`src/rtl/scoreboard_pkg.sv`:
```
// Shared constants for the pipeline scoreboard: register-file indices,
// default latency-counter width and the VAR (wait-for-completion) encoding.
package scoreboard_pkg;

  localparam int FILE_INT  = 0;
  localparam int FILE_FP   = 1;
  localparam int DEF_LAT_W = 4;

  // All-ones of the counter width marks an entry waiting on a completion
  function automatic int unsigned var_enc(input int unsigned lat_w);
    return (32'd1 << lat_w) - 32'd1;
  endfunction

endpackage

```
`src/rtl/pipeline_scoreboard_if.sv`:
```
// ID-stage decode, completion and pipeline-control bundle of the scoreboard.
// master = decoder/pipeline side, slave = scoreboard.
interface pipeline_scoreboard_if
  import scoreboard_pkg::*;
#(
  parameter int NFILE = 2,
  parameter int LAT_W = DEF_LAT_W
);
  localparam int FW = (NFILE > 1) ? $clog2(NFILE) : 1;

  logic [4:0]       rs1_id;
  logic [4:0]       rs2_id;
  logic             rs1_use_id;
  logic             rs2_use_id;
  logic [FW-1:0]    rs1_file_id;
  logic [FW-1:0]    rs2_file_id;
  logic [4:0]       rd_id;
  logic [FW-1:0]    rd_file_id;
  logic             rd_wr_id;
  logic [LAT_W-1:0] issue_lat;
  logic             issue_var;
  logic             issue_valid;
  logic             mem_stall;
  logic             branchtrue;
  logic             cpl_valid;
  logic [4:0]       cpl_rd;
  logic [FW-1:0]    cpl_file;
  logic             pcwrite;
  logic             ifidwrite;
  logic             nop_insert;
  logic             if_flush;
  logic             sb_err;
  logic [31:0]      stall_cycles;

  modport master (
    output rs1_id, rs2_id, rs1_use_id, rs2_use_id, rs1_file_id, rs2_file_id,
           rd_id, rd_file_id, rd_wr_id, issue_lat, issue_var, issue_valid,
           mem_stall, branchtrue, cpl_valid, cpl_rd, cpl_file,
    input  pcwrite, ifidwrite, nop_insert, if_flush, sb_err, stall_cycles
  );

  modport slave (
    input  rs1_id, rs2_id, rs1_use_id, rs2_use_id, rs1_file_id, rs2_file_id,
           rd_id, rd_file_id, rd_wr_id, issue_lat, issue_var, issue_valid,
           mem_stall, branchtrue, cpl_valid, cpl_rd, cpl_file,
    output pcwrite, ifidwrite, nop_insert, if_flush, sb_err, stall_cycles
  );

endinterface

```
`src/rtl/sb_entry.sv`:
```
// One scoreboard entry: latency countdown for a single architectural register.
// 0 = idle, 1..VAR-1 = fixed countdown, VAR = waiting for a completion.
module sb_entry
  import scoreboard_pkg::*;
#(
  parameter int LAT_W = DEF_LAT_W
) (
  input  logic             clk,
  input  logic             rstn,
  input  logic             ld_i,
  input  logic [LAT_W-1:0] ld_val_i,
  input  logic             dec_i,
  input  logic             cpl_i,
  output logic [LAT_W-1:0] cnt_o
);
  localparam logic [LAT_W-1:0] VAR_C = LAT_W'(var_enc(LAT_W));

  logic [LAT_W-1:0] cnt_q;
  logic [LAT_W-1:0] cnt_d;

  // Next count: an issue load wins over completion and countdown
  always_comb begin
    cnt_d = cnt_q;
    if (ld_i) begin
      cnt_d = ld_val_i;
    end else if (cpl_i && (cnt_q == VAR_C)) begin
      cnt_d = '0;
    end else if (dec_i && (cnt_q != '0) && (cnt_q != VAR_C)) begin
      cnt_d = cnt_q - LAT_W'(1'b1);
    end else begin
      cnt_d = cnt_q;
    end
  end

  // Counter register, cleared asynchronously on reset
  always_ff @(posedge clk or negedge rstn) begin
    if (!rstn) cnt_q <= '0;
    else       cnt_q <= cnt_d;
  end

  assign cnt_o = cnt_q;

endmodule

```
`src/rtl/pipeline_scoreboard.sv`:
```
// Multi-file register scoreboard driving ID-stage stall/bubble/flush controls.
// Optional hazard-stall performance counter: PIPELINE_SCOREBOARD_PERF_EN.
module pipeline_scoreboard
  import scoreboard_pkg::*;
#(
  parameter int NFILE = 2,
  parameter int NREG  = 32,
  parameter int LAT_W = DEF_LAT_W
) (
  input logic                   clk,
  input logic                   rstn,
  pipeline_scoreboard_if.slave  sb
);
  localparam int FW   = (NFILE > 1) ? $clog2(NFILE) : 1;
  localparam int NENT = NFILE * NREG;
  localparam logic [LAT_W-1:0] VAR_C = LAT_W'(var_enc(LAT_W));

  logic [LAT_W-1:0] cnt_s [NENT];
  logic [NENT-1:0]  busy_s;
  logic [NENT-1:0]  cpl_hit_s;
  logic [NENT-1:0]  cpl_err_s;
  logic             rs1_busy_s;
  logic             rs2_busy_s;
  logic             rd_busy_s;
  logic             hazard_s;
  logic             accept_s;
  logic             lat_err_s;
  logic [LAT_W-1:0] ld_val_s;
  logic             sb_err_q;
  logic             sb_err_d;

  // Busy lookup for a (file, reg) pair; out-of-range indices are never busy
  function automatic logic lookup(input logic [NENT-1:0] busy,
                                  input logic [FW-1:0] f, input logic [4:0] r);
    if ((int'(f) < NFILE) && (int'(r) < NREG)) return busy[int'(f) * NREG + int'(r)];
    else return 1'b0;
  endfunction

  assign rs1_busy_s = sb.rs1_use_id & lookup(busy_s, sb.rs1_file_id, sb.rs1_id);
  assign rs2_busy_s = sb.rs2_use_id & lookup(busy_s, sb.rs2_file_id, sb.rs2_id);
  assign rd_busy_s  = sb.rd_wr_id   & lookup(busy_s, sb.rd_file_id,  sb.rd_id);
  assign hazard_s   = rs1_busy_s | rs2_busy_s | rd_busy_s;

  assign accept_s = sb.issue_valid & ~hazard_s & ~sb.branchtrue & ~sb.mem_stall &
                    sb.rd_wr_id & (sb.issue_var | (sb.issue_lat != '0));

  // Load value; an all-ones fixed latency is a protocol error and clamps to VAR-1
  always_comb begin
    lat_err_s = 1'b0;
    if (sb.issue_var) begin
      ld_val_s = VAR_C;
    end else if (sb.issue_lat == VAR_C) begin
      ld_val_s  = VAR_C - LAT_W'(1'b1);
      lat_err_s = accept_s;
    end else begin
      ld_val_s = sb.issue_lat;
    end
  end

  for (genvar f = 0; f < NFILE; f++) begin : g_file
    for (genvar r = 0; r < NREG; r++) begin : g_reg
      localparam int IDX = f * NREG + r;
      assign cpl_hit_s[IDX] = sb.cpl_valid && (sb.cpl_file == FW'(f)) && (sb.cpl_rd == 5'(r));
      assign cpl_err_s[IDX] = cpl_hit_s[IDX] && (cnt_s[IDX] != VAR_C);
      assign busy_s[IDX]    = (cnt_s[IDX] != '0);
      if ((f == FILE_INT) && (r == 0)) begin : g_x0
        // Integer x0 is hardwired zero and never tracked
        sb_entry #(.LAT_W(LAT_W)) u_entry (
          .clk(clk), .rstn(rstn), .ld_i(1'b0), .ld_val_i('0),
          .dec_i(1'b0), .cpl_i(1'b0), .cnt_o(cnt_s[IDX])
        );
      end else begin : g_trk
        sb_entry #(.LAT_W(LAT_W)) u_entry (
          .clk(clk), .rstn(rstn),
          .ld_i(accept_s && (sb.rd_file_id == FW'(f)) && (sb.rd_id == 5'(r))),
          .ld_val_i(ld_val_s),
          .dec_i(~sb.mem_stall),
          .cpl_i(cpl_hit_s[IDX]),
          .cnt_o(cnt_s[IDX])
        );
      end
    end
  end

  assign sb_err_d = sb_err_q | (|cpl_err_s) | lat_err_s;

  // Sticky protocol-error flag, cleared only by reset
  always_ff @(posedge clk or negedge rstn) begin
    if (!rstn) sb_err_q <= 1'b0;
    else       sb_err_q <= sb_err_d;
  end

  // A taken branch overrides the stall: the ID instruction is wrong-path
  assign sb.if_flush   = sb.branchtrue;
  assign sb.nop_insert = hazard_s | sb.branchtrue;
  assign sb.pcwrite    = ~hazard_s | sb.branchtrue;
  assign sb.ifidwrite  = ~hazard_s | sb.branchtrue;
  assign sb.sb_err     = sb_err_q;

`ifdef PIPELINE_SCOREBOARD_PERF_EN
  logic [31:0] stall_q;
  logic [31:0] stall_d;

  // Next stall count: real hazard stalls only, saturating
  always_comb begin
    stall_d = stall_q;
    if (hazard_s && !sb.branchtrue && !sb.mem_stall && (stall_q != 32'hFFFF_FFFF)) begin
      stall_d = stall_q + 32'd1;
    end else begin
      stall_d = stall_q;
    end
  end

  // Hazard-stall performance counter
  always_ff @(posedge clk or negedge rstn) begin
    if (!rstn) stall_q <= 32'd0;
    else       stall_q <= stall_d;
  end

  assign sb.stall_cycles = stall_q;
`else
  assign sb.stall_cycles = 32'd0;
`endif

endmodule

```
`src/flat_wrapper.sv`:
```
// flat-port wrapper written by rule: the top's interface ports become plain ports
module pipeline_scoreboard_flat import scoreboard_pkg::*;
#(
  parameter int NFILE = 2,
  parameter int NREG  = 32,
  parameter int LAT_W = DEF_LAT_W
)
  (clk, rstn, sb_rs1_id, sb_rs2_id, sb_rs1_use_id, sb_rs2_use_id, sb_rs1_file_id, sb_rs2_file_id, sb_rd_id, sb_rd_file_id, sb_rd_wr_id, sb_issue_lat, sb_issue_var, sb_issue_valid, sb_mem_stall, sb_branchtrue, sb_cpl_valid, sb_cpl_rd, sb_cpl_file, sb_pcwrite, sb_ifidwrite, sb_nop_insert, sb_if_flush, sb_sb_err, sb_stall_cycles);
  pipeline_scoreboard_if #(.NFILE(NFILE), .LAT_W(LAT_W)) sb_i ();
  input logic clk;
  input logic rstn;
  input wire logic [$bits(sb_i.rs1_id)-1:0] sb_rs1_id;
  input wire logic [$bits(sb_i.rs2_id)-1:0] sb_rs2_id;
  input wire logic [$bits(sb_i.rs1_use_id)-1:0] sb_rs1_use_id;
  input wire logic [$bits(sb_i.rs2_use_id)-1:0] sb_rs2_use_id;
  input wire logic [$bits(sb_i.rs1_file_id)-1:0] sb_rs1_file_id;
  input wire logic [$bits(sb_i.rs2_file_id)-1:0] sb_rs2_file_id;
  input wire logic [$bits(sb_i.rd_id)-1:0] sb_rd_id;
  input wire logic [$bits(sb_i.rd_file_id)-1:0] sb_rd_file_id;
  input wire logic [$bits(sb_i.rd_wr_id)-1:0] sb_rd_wr_id;
  input wire logic [$bits(sb_i.issue_lat)-1:0] sb_issue_lat;
  input wire logic [$bits(sb_i.issue_var)-1:0] sb_issue_var;
  input wire logic [$bits(sb_i.issue_valid)-1:0] sb_issue_valid;
  input wire logic [$bits(sb_i.mem_stall)-1:0] sb_mem_stall;
  input wire logic [$bits(sb_i.branchtrue)-1:0] sb_branchtrue;
  input wire logic [$bits(sb_i.cpl_valid)-1:0] sb_cpl_valid;
  input wire logic [$bits(sb_i.cpl_rd)-1:0] sb_cpl_rd;
  input wire logic [$bits(sb_i.cpl_file)-1:0] sb_cpl_file;
  output wire logic [$bits(sb_i.pcwrite)-1:0] sb_pcwrite;
  output wire logic [$bits(sb_i.ifidwrite)-1:0] sb_ifidwrite;
  output wire logic [$bits(sb_i.nop_insert)-1:0] sb_nop_insert;
  output wire logic [$bits(sb_i.if_flush)-1:0] sb_if_flush;
  output wire logic [$bits(sb_i.sb_err)-1:0] sb_sb_err;
  output wire logic [$bits(sb_i.stall_cycles)-1:0] sb_stall_cycles;
  assign sb_i.rs1_id = sb_rs1_id;
  assign sb_i.rs2_id = sb_rs2_id;
  assign sb_i.rs1_use_id = sb_rs1_use_id;
  assign sb_i.rs2_use_id = sb_rs2_use_id;
  assign sb_i.rs1_file_id = sb_rs1_file_id;
  assign sb_i.rs2_file_id = sb_rs2_file_id;
  assign sb_i.rd_id = sb_rd_id;
  assign sb_i.rd_file_id = sb_rd_file_id;
  assign sb_i.rd_wr_id = sb_rd_wr_id;
  assign sb_i.issue_lat = sb_issue_lat;
  assign sb_i.issue_var = sb_issue_var;
  assign sb_i.issue_valid = sb_issue_valid;
  assign sb_i.mem_stall = sb_mem_stall;
  assign sb_i.branchtrue = sb_branchtrue;
  assign sb_i.cpl_valid = sb_cpl_valid;
  assign sb_i.cpl_rd = sb_cpl_rd;
  assign sb_i.cpl_file = sb_cpl_file;
  assign sb_pcwrite = sb_i.pcwrite;
  assign sb_ifidwrite = sb_i.ifidwrite;
  assign sb_nop_insert = sb_i.nop_insert;
  assign sb_if_flush = sb_i.if_flush;
  assign sb_sb_err = sb_i.sb_err;
  assign sb_stall_cycles = sb_i.stall_cycles;
  pipeline_scoreboard #(.NFILE(NFILE), .NREG(NREG), .LAT_W(LAT_W)) u_core (.clk(clk), .rstn(rstn), .sb(sb_i));
endmodule
```
`config.mk`:
```
export PLATFORM = sky130hd
export DESIGN_NAME = pipeline_scoreboard_flat
export DESIGN_NICKNAME = d
export VERILOG_FILES = /design/src/rtl/scoreboard_pkg.sv /design/src/rtl/pipeline_scoreboard_if.sv /design/src/rtl/sb_entry.sv /design/src/rtl/pipeline_scoreboard.sv /design/src/flat_wrapper.sv
export SDC_FILE = /design/constraint.sdc
export NUM_CORES = 1
export LEC_CHECK = 0
export CORE_ASPECT_RATIO = 1.5
export CORE_MARGIN = 2
export CORE_UTILIZATION = 40
export CTS_BUF_LIST = sky130_fd_sc_hd__clkbuf_2
export CTS_CLUSTER_DIAMETER = 150
export CTS_CLUSTER_SIZE = 14
export DETAILED_ROUTE_END_ITERATION = 8
export GPL_TIMING_DRIVEN = 1
export PLACE_DENSITY = 0.59
export SLEW_MARGIN = 0
export SYNTH_ARGS = -nofsm -noshare
export SYNTH_HDL_FRONTEND = slang
export SYNTH_HIERARCHICAL = 1
export SYNTH_SLANG_ARGS = --single-unit
```
`constraint.sdc`:
```
create_clock -name clk -period 3.5 [get_ports clk]
set_input_delay 0.525 -clock clk [delete_from_list [all_inputs] [get_ports clk]]
set_output_delay 0.525 -clock clk [all_outputs]
set_load 0.03 [all_outputs]
```
======== After elaboration in Yosys (flattened, before gate mapping) ========
Index checks and enable logic that the tools add are counted.
storage, ports and cells
  output and inout port bits .............. 37
  word-level logic and storage cells ...... 1057
  memories ................................ 0
  bits in latches ......................... 0
  memory bits (writable) .................. 0
  bits of input ports ..................... 38
  register bits after elaboration ......... 253
  ROM bits ................................ 0
operators by class
  $lt $le $gt $ge ......................... 3
  bitwise gates (word level) .............. 20
  eq/ne operators ......................... 189
  $add $sub $neg .......................... 66
  multiply operators ...................... 0
  multiplexer cells ....................... 202
  shift-type cells ........................ 0
  reduce and logical (&&, ||, !) cells .... 513
  divide/modulo/power cells ............... 0
operators with widths
  kind                                                         count
  2-to-1 mux 4 bit                                             191
  logical AND 1 bit                                            383
  equality test 4 bit, second input constant                   64
  nonzero test 4 bit                                           64
  != test 4 bit, second input constant                         63
  subtractor 4 x 1 -> 4 bit, second input constant             63
  nonzero test 3 bit                                           63
  equality test 5 bit, second input constant                   32
  less-than comparator 32 x 8 -> 1 bit, second input constant  3
  equality test 5 x 4 -> 1 bit, second input constant          16
  OR reduction 64 bit                                          1
  equality test 5 x 3 -> 1 bit, second input constant          8
  adder 6 x 5 -> 7 bit                                         3
  equality test 5 x 2 -> 1 bit, second input constant          4
  binary-select mux 1 bit (select 6 bit)                       3
  equality test 5 x 1 -> 1 bit, second input constant          2
  zero test 5 bit                                              2
  AND 1 bit                                                    8
  2-to-1 mux 1 bit                                             8
  OR 1 bit                                                     7
  inverter 1 bit                                               5

======== Longest topological paths before layout ========
Gate-level depths: netlist of the first run.
  word-level depth ........................ 16
  gate-level depth with buffers ........... 16
  mapped depth without buffers ............ 11

======== Modules after synthesis ========
Netlist of the first run, hierarchy kept.
modules (own cells, without submodules)
  module                                                  cells each  sequential area each (um2)  area an instance (um2)  instances
  sb_entry (u_core.g_file[0].g_reg[0].g_x0.u_entry ...)   36          100.1                       329.1                   54
  pipeline_scoreboard                                     707         25.0                        4461.8                  1
  sb_entry (u_core.g_file[1].g_reg[2].g_trk.u_entry ...)  34          100.1                       321.6                   10

======== Worst setup path before layout of the first run ========
Ideal clock, no wire load.
  kind .................................... input port to flip-flop
  start ................................... in sb_mem_stall
  end ..................................... reg u_core.g_file[1].g_reg[2].g_trk.u_entry.cnt_q[0]
  slack ................................... -1451 ps
  data required time ...................... 3413 ps
  path buffers ............................ 0
  arrival ................................. 4864 ps
  stages on the path ...................... 4
  setup time .............................. 87 ps
  cell sequence ........................... inv_1 > inv_1 > or3_1 > o211ai_1
between the ends
  word-level cells in the longest chain between the ends .. 7
  elaborated cells between the ends (all ways) .. 10
  those cells by class .................... mux (1); bitwise (4); reduce/logical (5)
RTL lines
  item                                                              RTL line                                              source
  start: declaration                                                flat_wrapper.sv:24                                    input wire logic [$bits(sb_i.mem_stall)-1:0] sb_mem_stall;
  inverter 1 bit *                                                  pipeline_scoreboard.sv:44, pipeline_scoreboard.sv:77
  AND 1 bit (2 in a row)                                            pipeline_scoreboard.sv:44                             assign accept_s = sb.issue_valid & ~hazard_s & ~sb.branchtrue & ~sb.mem_stall &
  AND 1 bit                                                         pipeline_scoreboard.sv:45                             sb.rd_wr_id & (sb.issue_var | (sb.issue_lat != '0));
  logical AND 1 bit (2 in a row)                                    pipeline_scoreboard.sv:75                             .ld_i(accept_s && (sb.rd_file_id == FW'(f)) && (sb.rd_id == 5'(r))),
  nonzero test 3 bit (no line) or 2-to-1 mux 4 bit (tied branches)  n/a
  end signal: assignment                                            sb_entry.sv:38                                        else cnt_q <= cnt_d;
  end: declaration                                                  sb_entry.sv:18                                        logic [LAT_W-1:0] cnt_q;
Mark *: on every way between the ends. The rest lies on a longest branch, timed or not.
A chain may end at the register's enable or synchronous reset.

======== Worst setup path after layout of the first run ========
  start ................................... reg u_core.g_file[1].g_reg[29].g_trk.u_entry.cnt_q[0]
  end ..................................... out sb_nop_insert
between the ends
  word-level cells in the longest chain between the ends .. 8
  elaborated cells between the ends (all ways) .. 16
  those cells by class .................... mux (9); bitwise (6); reduce/logical (1)
RTL lines
  item                                                 RTL line                                              source
  start: declaration                                   sb_entry.sv:18
  start signal: assignment                             sb_entry.sv:38
  nonzero test 4 bit *                                 pipeline_scoreboard.sv:65                             assign busy_s[IDX] = (cnt_s[IDX] != '0);
  binary-select mux 1 bit (select 6 bit)               pipeline_scoreboard.sv:35                             if ((int'(f) < NFILE) && (int'(r) < NREG)) return busy[int'(f) * NREG + int'(r)];
  2-to-1 mux 1 bit (implied by the code) (2 in a row)  pipeline_scoreboard.sv:35
  AND 1 bit (on tied branches)                         pipeline_scoreboard.sv:39, pipeline_scoreboard.sv:40
  OR 1 bit                                             pipeline_scoreboard.sv:42                             assign hazard_s = rs1_busy_s | rs2_busy_s | rd_busy_s;
  OR 1 bit *                                           pipeline_scoreboard.sv:42
  OR 1 bit *                                           pipeline_scoreboard.sv:95                             assign sb.nop_insert = hazard_s | sb.branchtrue;
  end: declaration                                     flat_wrapper.sv:31                                    output wire logic [$bits(sb_i.nop_insert)-1:0] sb_nop_insert;
Mark *: on every way between the ends. The rest lies on a longest branch, timed or not. The select of a mux whose other input is x is not followed.

==> results of run 1 <==
-- repair_timing --
action                                  CTS  global route
pin swaps                               284            47
resized for setup                       482            61
endpoints found under the setup margin  255           255
buffers inserted                        107            12
hold endpoints to repair                252             0
hold buffers                              3             0
cloned                                    8             0
-- worst paths after layout --
kind | end | slack (ns) | depth (start not counted)
worst min-delay path | u_core/sb.sb_err | 0.11 | 3
worst max register to register | flip-flop | -0.43 | 18
worst min register to register | flip-flop | 0.62 | 2
min in group asynchronous | u_core/g_file[1].g_reg[4].g_trk.u_entry/cnt_o[0] | 0.50 | 3
worst max-delay path | sb_nop_insert | -0.93 | 11
max in group asynchronous | asynchronous set/reset pin | 2.25 | 4
-- cells by family after synthesis --
group	count (synthesis)
simple gates	1330
compound gates	792
buf+inv	392
flops	257
fa+ha+maj	192
mux	27
other cells	1
-- cells in the mapped netlist, types with 82 or more instances --
cell type,number,share of area
dfrtp_1,257,0.25
nand2_1,241,0.036
nor3_1,224,0.044
inv_1,197,0.029
ha_1,192,0.094
nor2_1,164,0.024
nand3_1,139,0.027
nand4_1,128,0.031
clkbuf_1,94,0.014
nor4_1,89,0.022
a22oi_1,87,0.026
a211oi_1,82,0.024
-- routing by layer --
layer,vias to the layer above,GRT usage,part of all wire
li1,13070,-,-
met1,14200,0.3565,0.37
met2,1260,0.5456,0.48
met3,404,0.04038,0.067
met4,0,0.2237,0.084
met5,-,0,0
-- power groups by stage --
stage,Clock (W),Combinational (W),Sequential (W)
3_5_place_dp,0,0.0145,0.00524
6_report,0.00134,0.0169,0.00526
2_1_floorplan,0,0.00816,0.00629
5_1_grt,0.00147,0.0181,0.00544
3_3_place_gp,0,0.0139,0.00519
4_1_cts,0.00140,0.0162,0.00522
-- state kept, by name, indices dropped and copies added (netlist names) --
register and cells:
u_core/g_file.g.g_trk.u_entry/cnt_o 252, u_core/g_file.g.g_x0.u_entry/cnt_o 4, u_core/sb.sb_err 1
-- area by class of cell --
| class | count | area (µm²) |
|---|---|---|
| fillers | 5547 | 27400 |
| well taps | 805 | 1007 |
| repair buffers | 862 | 7791 |
| clock buffers | 23 | 115.1 |
| inverters | 197 | 743.2 |
| flip-flops and latches | 257 | 6431 |
| multi-input cells | 2385 | 19700 |
| diodes | 3 | 7.507 |
| clock inverters | 1 | 11.26 |
-- worst max-delay path: stages, from the launching register on --
cell and delay, ns:
dfrtp_1 0.45, or4_1 0.71, nor2_1 0.15, a21oi_1 0.06, o22ai_1 0.26, o41ai_1 0.13
buf_4 0.15, o32ai_2 0.13, nand4_1 0.23, buf_12 0.20, or2_4 0.24, buf_6 0.14
-- metrics by stage --
step | instances | util
2_1_floorplan | 3034 | -
3_3_place_gp | 4378 | 0.4983
3_5_place_dp | 4378 | 0.4983
4_1_cts | 4519 | 0.5599
5_1_grt | 4533 | 0.5665
6_report | 4533 | 0.5665
==> results_dict.tcl, run 1 <==
set metrics [dict create \
    status "complete, but fails checks" \
    violations "negative setup slack" \
    die_x_um 209.9 \
    setup_slack_ns -0.9329 \
    grt_usage 0.3145 \
    hpwlAfterDp_mm 74.16 \
    finish.instance_area_um2 35800 \
    synth.distinct_cells 77 \
    first_pass_iters 8 \
    p_leak_nw 15.50 \
    die_area_um2 65690 \
    power_frac_seq 0.224 \
    syn-cell-area_um2 25450 \
    synth_simple_gate_area_frac 0.2797 \
    p_sw_w 0.01137 \
    syn_inst 2991 \
    detail-route-antenna-nets 0 \
    syn_avg_cell_area_um2 8.508 \
    setup_viol 254 \
    htree_levels 1 \
    synthAdderAreaFrac 0.09440 \
    final_net_count 3955 \
    fmaxAchievable_mhz 225.6 \
    routedWlPerCell_um 23.40 \
    place_area_um2 31490 \
    cp_max_fo 3 \
    slew_headroom 0.2963 \
    hold_class "in2reg" \
    rows 113 \
    syn2layout_area_growth_pct 40.70 \
    vias_per_cell 6.384 \
    synth_mux_area_frac 0.01214 \
    cts.sinks 257 \
    cts_tree "built" \
    maxCapViolations 0 \
    grt_pass1_wl_mm 163.3 \
    tightest_slew_ns 1.056 \
    vias 28940 \
    power_w 0.02350 \
    gr-total-overflow 0 \
    finalHoldViolations 0 \
    period_share 1.267 \
    ys_async_sr_fraction 1.000 \
    dp_slack_ns -1.012 \
    cts_made_buffers 22 \
    drc 0 \
    crit_path_end_kind "output pin" \
    ir_drop_uv 247.0 \
    worstPathArrival_ns 3.91 \
    antenna_found_initial 3 \
    intPower_w 0.01213 \
    wl_mm 106.1 \
    drv_slew 0 \
    hp-start "sb_issue_lat[1]" \
    clockPowerShare 0.057 \
    mostFrequentLayoutCell "buf_4" \
    grt_max_degree 79 \
    rsz0062_at_grt "yes" \
    hold_ws_ns 0.1093 \
    synth_enable_flop_cells 0 \
    timing.final.crit_period_ns 4.433 \
    synth_compound_area_frac 0.2806 \
    finClkSkew_ns 0.1289 \
    coreArea_um2 63200 \
    tns_ns -57.73 \
    swShare 0.4839 \
    gp_congestion 1.017 \
    final_cell_mix "buf_4, dfrtp_1, nand2_1" \
    crit_type "reg2out" \
    synth_top_family_by_area "compound AO/OA/AOI/OAI gates" \
    worstPathRequired_ns 2.97 \
    synth_xor_area_frac 0 \
    start_util 0.4026 \
    drt_iter0_markers 2294 \
    ys_seq_elements 257 \
    drive_gt1_frac 0.3627 \
    crit_path_start_kind "flip-flop" \
    pwr-share-comb 0.719 \
    clkTransAtPathRegs_ns 0.35 \
    grt_pass1_vias 29060 \
    ys_seq_area_frac 0.2527 \
    clock_latency_ns 1.12 \
    yosys_warnings 6 \
    cts_root_buf "clkbuf_2" \
    powerDensity_nw_per_um2 656.2 \
    die_h_um 312.9 \
    ys_dominant_reg_cell "dfrtp_1" \
    clockBufferDepth 3 \
    io_pins 75 \
    port-buffer-count 42 \
]
Power figures use the tool's default switching activity.
==> inputs of run 2 (changes only) <==
--- a/config.mk
+++ b/config.mk
@@ -19,3 +19,4 @@
 export SYNTH_HDL_FRONTEND = slang
 export SYNTH_HIERARCHICAL = 1
 export SYNTH_SLANG_ARGS = --single-unit
+export TNS_END_PERCENT = 10
==> results_dict.tcl, run 2 (synthesis gave the netlist of run 1 again) <==
set metrics [dict create \
    status "complete, but fails checks" \
    violations "negative setup slack" \
    cts_tree "built" \
    drc 0 \
    start_util 0.4026 \
    drive_gt1_frac 0.3063 \
    gp_congestion 1.024 \
    clkTransAtPathRegs_ns 0.30 \
    crit_buf_inv 3 \
    grt_usage 0.3007 \
    crit_path_start_kind "flip-flop" \
    timing.final.crit_period_ns 4.343 \
    ir_drop_uv 271.9 \
    tightest_slew_ns 0.9204 \
    mostFrequentLayoutCell "buf_4" \
    drt_iter0_markers 2348 \
    cp_max_fo 3 \
    hold_ws_ns 0.2656 \
    crit_path_end_kind "output pin" \
    clockBufferDepth 3 \
    die_area_um2 65690 \
    syn2layout_area_growth_pct 31.49 \
    hold_class "in2reg" \
    cp_top_family "simple AND/OR/NAND/NOR gates" \
    cts_made_buffers 22 \
    path_cells "or4_1 -> buf_4 -> mux2i_1 -> o22ai_1 -> nor3_1 -> nor3_1 -> nand4b_1 -> nand4_1 -> buf_6 -> or2_4 -> buf_6" \
    power_w 0.02227 \
    hp-start "sb_issue_var" \
    finalHoldViolations 0 \
    r2r.worst_path.cells 17 \
    hpwlAfterDp_mm 75.34 \
    n_fill_cell 5758 \
    setup_slack_ns -0.8430 \
    crit_type "reg2out" \
    first_pass_iters 6 \
    cp_slowest_cell "or4_1" \
    setup_viol 196 \
    whs_path_depth 3 \
    powerDensity_nw_per_um2 665.7 \
    grt_pass1_vias 27890 \
    die_x_um 209.9 \
    routedWlPerCell_um 22.99 \
    cts_root_buf "clkbuf_2" \
    period_share 1.241 \
    io_pins 75 \
    grt_max_degree 60 \
    vias_per_cell 6.376 \
    die_h_um 312.9 \
    clock_latency_ns 1.07 \
    rows 113 \
    final_cell_mix "buf_4, dfrtp_1, nand2_1" \
    grt_pass1_wl_mm 156.9 \
    port-buffer-count 42 \
    drv_slew 0 \
    detail-route-antenna-nets 0 \
    rsz0062_at_grt "yes" \
    fmaxAchievable_mhz 230.3 \
    cts.sinks 257 \
    htree_levels 1 \
    finClkSkew_ns 0.08497 \
    coreArea_um2 63200 \
    max_stage_delay_ns 0.69 \
    maxCapViolations 0 \
    final_net_count 3851 \
    antenna_found_initial 3 \
    p_leak_nw 14.63 \
    r2r_setup_slack_ns -0.30 \
    worstPathArrival_ns 3.82 \
    hold_end "u_core/sb.sb_err" \
    slew_headroom 0.3864 \
    wl_mm 101.8 \
    worstPathRequired_ns 2.97 \
    vias 28230 \
    dp_slack_ns -0.9973 \
    gr-total-overflow 0 \
    largest_reg_flops 252 \
]
run 2: power breakdown:
part           leakage (nW)  internal, W  total [W]  switching [W]
Clock                 0.102     0.000179    0.00131        0.00113
Sequential             3.15      0.00437    0.00517       0.000795
Combinational          11.4      0.00701     0.0158        0.00879
run 2: worst max-delay path by stage:
stage / endpoint / from / cells past startpoint / slack [ns]
after global routing: sb_nop_insert / u_core/g_file[0].g_reg[1].g_trk.u_entry/cnt_o[2] / 11 / -0.94
after global placement: flip-flop / sb_rd_id[0] / 16 / -0.99
final: sb_nop_insert / flip-flop / 11 / -0.84
after floorplan: u_core/g_file[1].g_reg[2].g_trk.u_entry/cnt_o[3] / sb_mem_stall / 4 / -0.25
after CTS: sb_nop_insert / flip-flop / 11 / -0.90
after detailed placement: flip-flop / sb_rd_id[0] / 16 / -1.0
run 2: timing repair:
item,in CTS,in global routing
pin swaps,127,56
endpoints found under the hold margin,257,0
gates cloned,2,1
hold buffers,3,0
resized for setup,182,87
buffers inserted,12,15
endpoints found under the setup margin,256,253
run 2: final cells by class:
| cell class | count | area, µm² | area share |
|---|---|---|---|
| well taps | 805 | 1007 | 0.03010 |
| clock buffers | 23 | 115.1 | 0.003440 |
| flip-flops and latches | 257 | 6431 | 0.1922 |
| clock inverters | 1 | 11.26 | 0.0003365 |
| repair buffers | 758 | 6585 | 0.1968 |
| multi-input cells | 2385 | 18570 | 0.5548 |
| diodes | 1 | 2.502 | 0.00007479 |
| inverters | 197 | 743.2 | 0.02221 |
run 2: worst register-to-register path, stage by stage, from the launching register on:
cell and delay, ns:
dfrtp_1 0.45, or4_1 0.69, buf_4 0.21, mux2i_1 0.15
o22ai_1 0.10, nor3_1 0.18, nor3_1 0.11, nand4b_1 0.15
nand4_1 0.16, buf_6 0.19, buf_4 0.18, buf_12 0.16
buf_4 0.14, nor4_4 0.13, buf_4 0.17, a41oi_2 0.06
and3_1 0.21, a311oi_2 0.25
run 2: per-layer routing:
layer	up-vias	global-route usage	wire length [µm]
met5	-	0	41
met4	6	0.2033	7798
met3	350	0.03927	6562
met2	1157	0.5134	48870
met1	13890	0.3516	38520
li1	12820	-	-
run 2: stage by stage:
stage	std cells	TNS, ns	util	instance area (µm²)
CTS	4412	-12.74	0.5189	32800
global placement	4373	-181.13	0.4985	31510
floorplan	3034	-9.641	-	25650
finish	4427	-26.52	0.5294	33460
detailed placement	4373	-182.25	0.4985	31510
global route	4427	-43.65	0.5294	33460
